<file path="src/rtl/spi_input_frontend.sv">
// spi_input_frontend
// Conditions the raw SPI pins (sclk, cs, mosi) for the downstream memory
// control FSM. Each pin passes through a two-flop synchronizer and a
// debounce counter. Clean levels and single-cycle edge strobes come out of
// that stage. The block also captures MOSI on each SCLK rising edge and
// tracks the bit and byte position inside a frame.
// Optional build macro: SPI_GLITCH_COUNT_EN adds an 8-bit saturating
// count of rejected pulses on the glitch_count port.
// Channel index inside the packed vectors: 0 = sclk, 1 = cs, 2 = mosi.

module spi_input_frontend #(
  parameter int WAIT_TIME = 3
) (
  input  logic       clk,
  input  logic       reset,
  input  logic       sclk_pin,
  input  logic       cs_pin,
  input  logic       mosi_pin,
  output logic       sclk,
  output logic       cs,
  output logic       mosi,
  output logic       sclk_pos,
  output logic       sclk_neg,
  output logic       cs_fall,
  output logic       cs_rise,
  output logic       mosi_sample,
  output logic [2:0] bit_count,
  output logic       byte_done
`ifdef SPI_GLITCH_COUNT_EN
  ,
  output logic [7:0] glitch_count
`endif
);

  localparam int CNT_W = $clog2(WAIT_TIME + 1);
  localparam logic [CNT_W-1:0] CNT_MAX = CNT_W'(WAIT_TIME - 1);
  // Idle pin levels: sclk low, cs high (deselected), mosi low.
  localparam logic [2:0] IDLE_LEVELS = 3'b010;

  logic [2:0]       sync0_r;
  logic [2:0]       sync1_r;
  logic [2:0]       cond_r;
  logic [CNT_W-1:0] cnt_r [3];

  logic [2:0] differ_s;
  logic [2:0] accept_s;
  logic [2:0] next_cond_s;
  logic       sclk_pos_s;

  // Decide, per channel, whether the synchronized level replaces the conditioned one.
  always_comb begin
    differ_s = 3'b000;
    accept_s = 3'b000;
    for (int i = 0; i < 3; i++) begin
      differ_s[i] = sync1_r[i] ^ cond_r[i];
      accept_s[i] = differ_s[i] && (cnt_r[i] == CNT_MAX);
    end
    next_cond_s = cond_r ^ accept_s;
    sclk_pos_s  = accept_s[0] & sync1_r[0];
  end

  // Synchronizers, debounce counters, conditioned levels, strobes and frame tracking.
  always_ff @(posedge clk) begin
    if (reset) begin
      sync0_r     <= IDLE_LEVELS;
      sync1_r     <= IDLE_LEVELS;
      cond_r      <= IDLE_LEVELS;
      for (int i = 0; i < 3; i++) begin
        cnt_r[i] <= '0;
      end
      sclk_pos    <= 1'b0;
      sclk_neg    <= 1'b0;
      cs_fall     <= 1'b0;
      cs_rise     <= 1'b0;
      mosi_sample <= 1'b0;
      bit_count   <= 3'd0;
      byte_done   <= 1'b0;
    end else begin
      sync0_r <= {mosi_pin, cs_pin, sclk_pin};
      sync1_r <= sync0_r;
      cond_r  <= next_cond_s;
      for (int i = 0; i < 3; i++) begin
        if (differ_s[i] && !accept_s[i]) begin
          cnt_r[i] <= cnt_r[i] + CNT_W'(1);
        end else begin
          cnt_r[i] <= '0;
        end
      end
      sclk_pos <= sclk_pos_s;
      sclk_neg <= accept_s[0] & ~sync1_r[0];
      cs_fall  <= accept_s[1] & ~sync1_r[1];
      cs_rise  <= accept_s[1] & sync1_r[1];
      // The sample is the conditioned MOSI visible alongside the sclk_pos strobe.
      if (sclk_pos_s) begin
        mosi_sample <= next_cond_s[2];
      end else begin
        mosi_sample <= mosi_sample;
      end
      // Deselect dominates: a cs rise on the same cycle as an SCLK edge clears the count.
      if (next_cond_s[1]) begin
        bit_count <= 3'd0;
        byte_done <= 1'b0;
      end else if (sclk_pos_s) begin
        bit_count <= bit_count + 3'd1;
        byte_done <= (bit_count == 3'd7);
      end else begin
        bit_count <= bit_count;
        byte_done <= 1'b0;
      end
    end
  end

  assign sclk = cond_r[0];
  assign cs   = cond_r[1];
  assign mosi = cond_r[2];

`ifdef SPI_GLITCH_COUNT_EN
  logic [2:0] reject_s;
  logic [1:0] reject_sum_s;

  // Saturating add of a small increment to the 8-bit glitch counter.
  function automatic logic [7:0] sat_add8(input logic [7:0] base, input logic [1:0] inc);
    logic [8:0] sum;
    sum = {1'b0, base} + {7'd0, inc};
    if (sum > 9'd255) begin
      sat_add8 = 8'd255;
    end else begin
      sat_add8 = sum[7:0];
    end
  endfunction

  // A channel rejects a glitch when its counter is cleared without an update.
  always_comb begin
    reject_s = 3'b000;
    for (int i = 0; i < 3; i++) begin
      reject_s[i] = !differ_s[i] && (cnt_r[i] != '0);
    end
    reject_sum_s = {1'b0, reject_s[0]} + {1'b0, reject_s[1]} + {1'b0, reject_s[2]};
  end

  // Accumulate rejected pulses across all channels; only reset clears it.
  always_ff @(posedge clk) begin
    if (reset) begin
      glitch_count <= 8'd0;
    end else begin
      glitch_count <= sat_add8(glitch_count, reject_sum_s);
    end
  end
`endif

endmodule

</file>
<file path="config.mk">
export PLATFORM = sky130hd
export DESIGN_NAME = spi_input_frontend
export DESIGN_NICKNAME = d
export VERILOG_FILES = /design/src/rtl/spi_input_frontend.sv
export SDC_FILE = /design/constraint.sdc
export NUM_CORES = 1
export LEC_CHECK = 0
export BUFFER_PORTS_ARGS = -buffer_cell sky130_fd_sc_hd__buf_2
export CAP_MARGIN = 0
export CORE_MARGIN = 4
export CORE_UTILIZATION = 51
export CTS_CLUSTER_SIZE = 20
export DETAILED_ROUTE_END_ITERATION = 7
export PLACE_DENSITY = 0.75
export SLEW_MARGIN = 20
export SYNTH_ARGS = -nofsm -noshare
export SYNTH_HDL_FRONTEND = slang
export SYNTH_SLANG_ARGS = --single-unit
export TNS_END_PERCENT = 10
</file>
<file path="constraint.sdc">
create_clock -name clk -period 1.4 [get_ports clk]
set_input_delay 0.21 -clock clk [delete_from_list [all_inputs] [get_ports clk]]
set_output_delay 0.21 -clock clk [all_outputs]
set_load 0.01 [all_outputs]
</file>
==> flow_metrics.env, run 1 <==
export IMPL_status="complete, no violations"
export IMPL_root_buffer="clkbuf_4"
export IMPL_finalSetupViolations=0
export IMPL_wl_um=1185
export IMPL_multi_input_area_sq_um=349.1
export IMPL_post_cts_resized=0
export IMPL_comb_power_share_pct=4.8
export IMPL_cts_tree="built"
export IMPL_tns_ns=0
export IMPL_start_util_pct=55.68
export IMPL_critPathMaxFanout=7
export IMPL_ys_ff_latch=24
export IMPL_syn_area_per_cell_sq_um=11.60
export IMPL_maxSlewViolCount=0
export IMPL_rows=14
export IMPL_overflow=0
export IMPL_ctsLongestPathBuffers=2
export IMPL_total_leakage_power_nw=0.4808
export IMPL_rsz0062_at_grt="no"
export IMPL_p_per_area_nw_per_um2=1116
export IMPL_dr_max_layer_used="met4"
export IMPL_stdcell_area_sq_um=1021
export IMPL_place_congestion=0.6670
export IMPL_synth_top_area_cell="dfxtp_1"
export IMPL_crit_type="reg -> reg"
export IMPL_wl_per_cell_um=10.58
export IMPL_cp_arrival_ns=1.53
export IMPL_fin_nets=107
export IMPL_layout_commonest_cell="dfxtp_1"
export IMPL_place_area_sq_um=965.9
export IMPL_dieArea_sq_um=2403
export IMPL_period_share_pct=91.15
export IMPL_filler_cell_count=125
export IMPL_r2r_setup_slack_ns=0.12
export IMPL_yosys_top_cells_area="dfxtp_1 47%, edfxtp_1 14%, ha_1 7.3%"
export IMPL_yosysSeqAreaShare_pct=60.64
export IMPL_grt_pass1_vias=470
export IMPL_syn2layout_area_growth_pct=18.95
export IMPL_clock_sinks=24
export IMPL_place_hpwl_um=878.6
export IMPL_die_x_um=49.03
export IMPL_first_pass_iters=2
export IMPL_drv_cap=0
export IMPL_p_int_uw=905.6
export IMPL_irDropWorstVdd_v=0.0006988
export IMPL_syn_inst=74
export IMPL_portBuffers=16
export IMPL_cts_htree_levels=1
export IMPL_period_minus_slack_ns=1.276
export IMPL_io_pin_count=17
export IMPL_crit_chain="inv_1 -> ha_2 -> nand3b_4 -> or2_0 -> a21oi_1"
export IMPL_worstPathRequired_ns=1.65
export IMPL_critPathSlowestCell="edfxtp_1"
export IMPL_final_cell_mix="20 x dfxtp_1, 16 x buf_2, 12 x nor2_1"
export IMPL_via_per_inst=4.786
export IMPL_grt_max_degree=18
export IMPL_seq_area_sq_um=520.5
export IMPL_wl_met2_um=482
export IMPL_critical_path_max_stage_delay_ns=0.41
export IMPL_min_path_type="in -> reg"
export IMPL_p_switching_uw=233.6
export IMPL_diodes=0
export IMPL_drive_above_1_share_pct=27.08
export IMPL_clk_pin_slew_ns=0.12
export IMPL_worstSetupStartpointType="flip-flop"
export IMPL_ant_nets=0
export IMPL_clock_latency_ns=0.31
export IMPL_grt_usage_pct=11.13
export IMPL_pwr_share_seq_pct=64.1
export IMPL_finClkSkew_ns=0.002663
export IMPL_synth_top_area_share_pct=46.65
export IMPL_drc=0
export IMPL_clockPowerShare_pct=31.2
export IMPL_antenna_found_initial=0
export IMPL_drt_met1_wl_um=620
export IMPL_ys_types=20
export IMPL_switching_share_pct=20.50
export IMPL_num_vias=536
export IMPL_hold_violations=0
export IMPL_cts_made_buffers=3
export IMPL_cts_hold_buffers=0
export IMPL_route_met3_wl_um=48
export IMPL_netlist_area_sq_um=858.3
export IMPL_coreArea_sq_um=1541
export IMPL_grt_pass1_wl_um=2104
export IMPL_yosysWarnings=0
export IMPL_cp_end_kind="flip-flop"
export IMPL_drt_iter0_drc=4
export IMPL_max_freq_mhz=783.6
export IMPL_die_h_um=49.03
export IMPL_cts_setup_buffers=0
==> kinds of logic (layout without fill, tap and decap cells) <==
kind of cell / Yosys count / in the layout / synth area share (%)
XOR/XNOR: 4 / 4 / 4.082
adder cells (fa/ha/maj): 5 / 5 / 7.289
flip-flops: 24 / 24 / 60.64
other: 1 / 4 / 0.4369
AO/OA/AOI/OAI: 2 / 2 / 1.603
buffers and inverters: 5 / 24 / 2.186
AND/OR/NAND/NOR: 29 / 29 / 19.10
multiplexers: 4 / 4 / 4.665
==> cell usage after synthesis <==
cell / number
or3_1: 3
nor2_1: 12
ha_1: 5
conb_1: 1
mux2i_1: 4
nor4bb_1: 3
a211o_1: 1
nor2b_1: 5
nor3_1: 1
clkbuf_1: 1
a21oi_1: 1
xnor2_1: 3
nand3b_2: 1
dfxtp_1: 20
or2_2: 2
or2_0: 1
edfxtp_1: 4
nand2_1: 1
xor2_1: 1
inv_1: 4
==> cell type report <==
type | count | area share, %
sequential | 24 | 50.98
timing repair buffer | 16 | 7.843
multi-input combinational | 48 | 34.19
clock buffer | 4 | 3.554
tap | 16 | 1.961
inverter | 4 | 1.471
==> worst max-delay path: cells and delay by family, from the launching register on <==
kind            cells  cell delay (ns)
compound gates      1             0.13
simple gates        2             0.39
buf+inv             1             0.07
flops               1             0.41
fa+ha+maj           1             0.23
==> power groups by stage <==
stage          logic [mW]  registers, mW  clock network (mW)
4_1_cts            0.0532          0.730               0.367
6_report           0.0544          0.730               0.355
5_1_grt            0.0626          0.733               0.393
3_5_place_dp       0.0531          0.745                   0
2_1_floorplan      0.0360          0.744                   0
3_3_place_gp       0.0514          0.745                   0
==> final timing paths <==
| path | start | to | cells after the start |
|---|---|---|---|
| worst max-delay path | cnt_r[0][0] | mosi_sample | 5 |
| worst min-delay path | cs_pin | sync0_r[1] | 2 |
| worst max register to register | cnt_r[0][0] | mosi_sample | 5 |
| worst min register to register | cnt_r[2][0] | cnt_r[2][0] | 1 |
==> routing by layer <==
metal,vias to the layer above,GRT usage (%)
met5,-,0
met4,0,6.726
met3,5,1.835
met2,13,16.09
met1,231,15.38
li1,287,-
==> through the flow <==
stage               setup slack (ns)  hold WS, ns  utilization (%)  power (mW)  std cells
floorplan                     0.1968       0.2875                -      0.7804         77
global placement             0.08095       0.3935            62.66      0.7959        108
detailed placement           0.04720       0.3975            62.66      0.7982        108
CTS                          0.01092      0.07113            65.02       1.149        112
global route                 0.01432      0.06400            66.23       1.189        112
finish                        0.1239      0.07478            66.23       1.139        112
==> state kept, by name, summed over array words and instances, names as in the netlist, named ones only <==
| signal | count |
|---|---|
| bit_count | 3 |
| sync0_r | 3 |
| cnt_r | 6 |
| cs_fall | 1 |
| mosi_sample | 1 |
| sync1_r | 3 |
| byte_done | 1 |
| sclk_neg | 1 |
| sclk_pos | 1 |
| cond_r | 2 |
| cs_rise | 1 |
No activity file was read; power rests on OpenSTA's default activity.
==> run 2: changes to the inputs <==
BUFFER_PORTS_ARGS = default   (was -buffer_cell sky130_fd_sc_hd__buf_2)
CORE_UTILIZATION = 58   (was 51)
DONT_BUFFER_PORTS = 1   (was default)
PLACE_DENSITY = 0.74   (was 0.75)
==> flow_metrics.env, run 2 (synthesis results as in run 1) <==
export IMPL_status="complete, no violations"
export IMPL_diodes=0
export IMPL_seq_area_sq_um=520.5
export IMPL_period_minus_slack_ns=1.299
export IMPL_crit_type="reg -> reg"
export IMPL_overflow=0
export IMPL_tns_ns=0
export IMPL_place_hpwl_um=890.9
export IMPL_io_pin_count=17
export IMPL_start_util_pct=63.58
export IMPL_cts_setup_buffers=0
export IMPL_first_pass_iters=4
export IMPL_wl_um=1216
export IMPL_maxSlewViolCount=0
export IMPL_ctsLongestPathBuffers=2
export IMPL_die_h_um=46.47
export IMPL_cts_tree="built"
export IMPL_num_vias=511
export IMPL_largest_reg_flops=6
export IMPL_root_buffer="clkbuf_4"
export IMPL_ant_nets=0
export IMPL_max_freq_mhz=769.8
export IMPL_multi_input_area_sq_um=344.1
export IMPL_final_cell_mix="20 x dfxtp_1, 12 x nor2_1, 5 x nor2b_1"
export IMPL_min_path_cells=1
export IMPL_holdWs_ns=0.03244
export IMPL_largest_register="cnt_r"
export IMPL_holdPathEnd="sync0_r[2]"
export IMPL_antenna_found_initial=0
export IMPL_coreArea_sq_um=1350
export IMPL_dieArea_sq_um=2159
export IMPL_r2r_end="cnt_r[0][0]"
export IMPL_portBuffers=0
export IMPL_hold_violations=0
export IMPL_critPathMaxFanout=4
export IMPL_layout_commonest_cell="dfxtp_1"
export IMPL_drive_above_1_share_pct=9.756
export IMPL_min_path_type="in -> reg"
export IMPL_syn2layout_area_growth_pct=10.06
export IMPL_via_per_inst=5.268
export IMPL_rows=13
export IMPL_drc=0
export IMPL_finalSetupViolations=0
export IMPL_grt_max_degree=14
export IMPL_wl_per_cell_um=12.54
export IMPL_total_leakage_power_nw=0.4032
export IMPL_cts_made_buffers=3
export IMPL_drt_iter0_drc=1
export IMPL_r2r_cells=4
export IMPL_worstPathRequired_ns=1.57
export IMPL_clock_sinks=24
export IMPL_rsz0062_at_grt="no"
export IMPL_p_per_area_nw_per_um2=1142
export IMPL_grt_pass1_vias=503
export IMPL_finClkSkew_ns=0.001682
export IMPL_period_share_pct=92.78
export IMPL_fin_nets=93
export IMPL_regToRegStartpoint="cnt_r[0][0]"
export IMPL_cts_htree_levels=1
export IMPL_worstSetupStartpointType="flip-flop"
export IMPL_drv_cap=0
export IMPL_cp_end_kind="flip-flop"
export IMPL_r2r_setup_slack_ns=0.10
export IMPL_grt_usage_pct=14.03
export IMPL_clk_pin_slew_ns=0.12
export IMPL_place_congestion=0.6852
export IMPL_filler_cell_count=106
export IMPL_die_x_um=46.47
export IMPL_irDropWorstVdd_v=0.001003
export IMPL_grt_pass1_wl_um=2104
export IMPL_clock_latency_ns=0.30
export IMPL_cp_arrival_ns=1.46
export IMPL_min_delay_start="mosi_pin"
run 2: changes by cell type in the layout (fill, tap and decap cells not counted), sizes merged:
| cell | previous run | this run |
|---|---|---|
| dlygate4sd3 | 0 | 2 |
| buf | 16 | 0 |
run 2: metal layers:
metal / GRT usage (%) / up-vias / part of all wire, %
li1: - / 257 / -
met1: 15.14 / 234 / 39
met2: 23.63 / 20 / 51
met3: 7.031 / 0 / 9.7
met4: 4.545 / 0 / 0
met5: 0 / - / 0
run 2: cell type report:
cell class,instances,share of cell area [%]
multi-input combinational,48,36.42
sequential,24,55.10
clock buffer,4,2.781
tap,15,1.987
inverter,4,1.589
timing repair buffer,2,2.119
run 2: critical path, cell delays in order, from the launching register on:
cell and delay (ns):
edfxtp_1 0.38, inv_1 0.05, ha_2 0.21, or3_1 0.39, nor2_1 0.12
run 2: through the flow:
stage / power [mW] / instance area (sq um) / std cells / setup WS (ns) / util (%)
2_1_floorplan: 0.7804 / 869.6 / 77 / 0.1968 / -
3_3_place_gp: 0.7828 / 884.6 / 91 / 0.1371 / 65.52
3_5_place_dp: 0.7868 / 884.6 / 91 / 0.05968 / 65.52
4_1_cts: 1.091 / 930.9 / 97 / 0.01589 / 68.95
5_1_grt: 1.142 / 944.7 / 97 / 0.01191 / 69.97
6_report: 1.079 / 944.7 / 97 / 0.1010 / 69.97
run 2: what timing repair did:
item	4_1_cts	5_1_grt
hold endpoints to repair	13	0
hold buffers	2	0
gates resized for setup	0	3
endpoints found under the setup margin	0	3
run 2: power breakdown:
group | internal (mW) | total (mW) | switching, mW
clock network | 0.111 | 0.297 | 0.185
logic | 0.0258 | 0.0496 | 0.0238
registers | 0.719 | 0.732 | 0.0133
total | 0.856 | 1.08 | 0.223
run 2: how the worst max path moves through the flow:
stage                            from     endpoint  slack (ns)  cells past startpoint
after floorplan           cnt_r[0][0]  mosi_sample        0.20                      5
after global placement    cnt_r[0][0]  mosi_sample        0.14                      5
after detailed placement  cnt_r[0][0]  mosi_sample        0.06                      5
after CTS                 cnt_r[0][0]  mosi_sample        0.02                      5
after global routing      cnt_r[1][0]    byte_done        0.01                      5
final                     cnt_r[0][0]  cnt_r[0][0]        0.10                      4
==> run 3: changes to the inputs <==
CORE_UTILIZATION = 52   (was 58)
PLACE_DENSITY = 0.7   (was 0.74)
RECOVER_POWER = 25   (was default)
clock period = 1.1 ns   (was 1.4 ns; I/O delays follow)
==> flow_metrics.env, run 3 (synthesis results as in run 1) <==
export IMPL_place_area_sq_um=962.2
export IMPL_dieArea_sq_um=2364
export IMPL_drv_cap=0
export IMPL_via_per_inst=5.037
export IMPL_clk_pin_slew_ns=0.12
export IMPL_dp_slack_ns=-0.1343
export IMPL_start_util_pct=55.68
export IMPL_crit_chain="ha_4 -> or3_1 -> nor2_1"
export IMPL_die_x_um=48.63
export IMPL_rows=14
export IMPL_period_minus_slack_ns=1.221
export IMPL_finalSetupViolations=10
export IMPL_drt_iter0_drc=6
export IMPL_finClkSkew_ns=0.007015
export IMPL_grt_pass1_wl_um=2090
export IMPL_filler_cell_count=117
export IMPL_num_vias=544
export IMPL_crit_buf_inv=0
export IMPL_place_hpwl_um=849.6
export IMPL_final_cell_mix="18 x dfxtp_1, 12 x nor2_1, 8 x buf_4"
export IMPL_drive_above_1_share_pct=22.83
export IMPL_min_path_type="in -> reg"
export IMPL_setup_slack_ns=-0.1209
export IMPL_irDropWorstVdd_v=0.0008875
export IMPL_status="finished, violations left"
export IMPL_rsz0062_at_grt="yes"
export IMPL_clock_sinks=24
export IMPL_period_share_pct=111.0
export IMPL_clock_latency_ns=0.31
export IMPL_portBuffers=0
export IMPL_overflow=0
export IMPL_utilization_pct=68.34
export IMPL_fin_nets=103
export IMPL_cp_top_family="simple AND/OR/NAND/NOR gates"
export IMPL_critPathSlowestCell="edfxtp_1"
export IMPL_cp_end_kind="flip-flop"
export IMPL_ctsLongestPathBuffers=2
export IMPL_largest_register="cnt_r"
export IMPL_largest_reg_flops=6
export IMPL_tns_ns=-0.7075
export IMPL_coreArea_sq_um=1541
export IMPL_violations="setup timing"
export IMPL_stdcell_area_sq_um=1054
export IMPL_cp_arrival_ns=1.40
export IMPL_layout_commonest_cell="dfxtp_1"
export IMPL_first_pass_iters=2
export IMPL_grt_max_degree=14
export IMPL_critical_path_max_stage_delay_ns=0.44
export IMPL_worstPathRequired_ns=1.28
export IMPL_total_leakage_power_nw=0.4564
export IMPL_grt_pass1_vias=511
export IMPL_worstSetupStartpointType="flip-flop"
export IMPL_critPathMaxFanout=5
export IMPL_root_buffer="clkbuf_4"
export IMPL_antenna_found_initial=0
export IMPL_p_per_area_nw_per_um2=1332
export IMPL_wl_um=1238
export IMPL_die_h_um=48.63
export IMPL_cts_made_buffers=3
export IMPL_io_pin_count=17
export IMPL_wl_per_cell_um=11.46
export IMPL_cts_tree="built"
export IMPL_place_congestion=0.7174
export IMPL_grt_usage_pct=11.52
export IMPL_ant_nets=0
export IMPL_max_freq_mhz=819.1
export IMPL_diodes=0
export IMPL_crit_type="reg -> reg"
export IMPL_hold_violations=0
export IMPL_syn2layout_area_growth_pct=22.74
export IMPL_maxSlewViolCount=0
export IMPL_cts_htree_levels=1
export IMPL_drc=0
run 3: changes by cell type in the layout (fill, tap and decap cells not counted), sizes merged:
cell / before / now
buf: 0 / 8
dlygate4sd3: 2 / 4
run 3: timing repair:
action                                  CTS  global route
endpoints found under the hold margin    13             0
endpoints found under the setup margin   14            16
buffers inserted                          0             1
hold buffers                              4             0
resized for setup                         2             4
pin swaps                                 4             2
run 3: layout make-up:
cell class / instances / area (sq um) / share of cell area, %
Multi-Input combinational cell: 48 / 369.1 / 35.04
Sequential cell: 24 / 523.0 / 49.64
Clock buffer: 4 / 26.28 / 2.494
Inverter: 4 / 15.01 / 1.425
Timing Repair Buffer: 12 / 100.1 / 9.501
Tap cell: 16 / 20.02 / 1.900
run 3: through the flow:
step                      std cells  power [mW]  hold slack, ns
final                           108       1.403         0.01820
after floorplan                  77      0.9995          0.2425
after global placement           99       1.012          0.2374
after detailed placement         99       1.015          0.2391
after CTS                       107       1.414        0.005186
after global routing            108       1.475        0.001485
run 3: where the power goes:
part	total (mW)	internal, mW	switching, mW
Clock	0.382	0.142	0.241
Combinational	0.0880	0.0516	0.0364
Sequential	0.933	0.916	0.0164
run 3: path summary, 6_finish.rpt:
| check | start | endpoint | slack, ns | depth (start not counted) |
|---|---|---|---|---|
| hold / removal | reset | cnt_r[2][0] | 0.02 | 2 |
| hold reg to reg | cnt_r[2][0] | cnt_r[2][0] | 0.40 | 1 |
| setup reg to reg | cnt_r[1][1] | cnt_r[1][1] | -0.12 | 3 |
| setup / recovery | cnt_r[1][1] | cnt_r[1][1] | -0.12 | 3 |
run 3: metal layers:
| layer | track usage, % | vias to the layer above | part of all wire [%] |
|---|---|---|---|
| li1 | - | 276 | - |
| met1 | 14.23 | 250 | 47 |
| met2 | 16.52 | 13 | 45 |
| met3 | 3.988 | 5 | 5.2 |
| met4 | 8.072 | 0 | 2.7 |
| met5 | 0 | - | 0 |
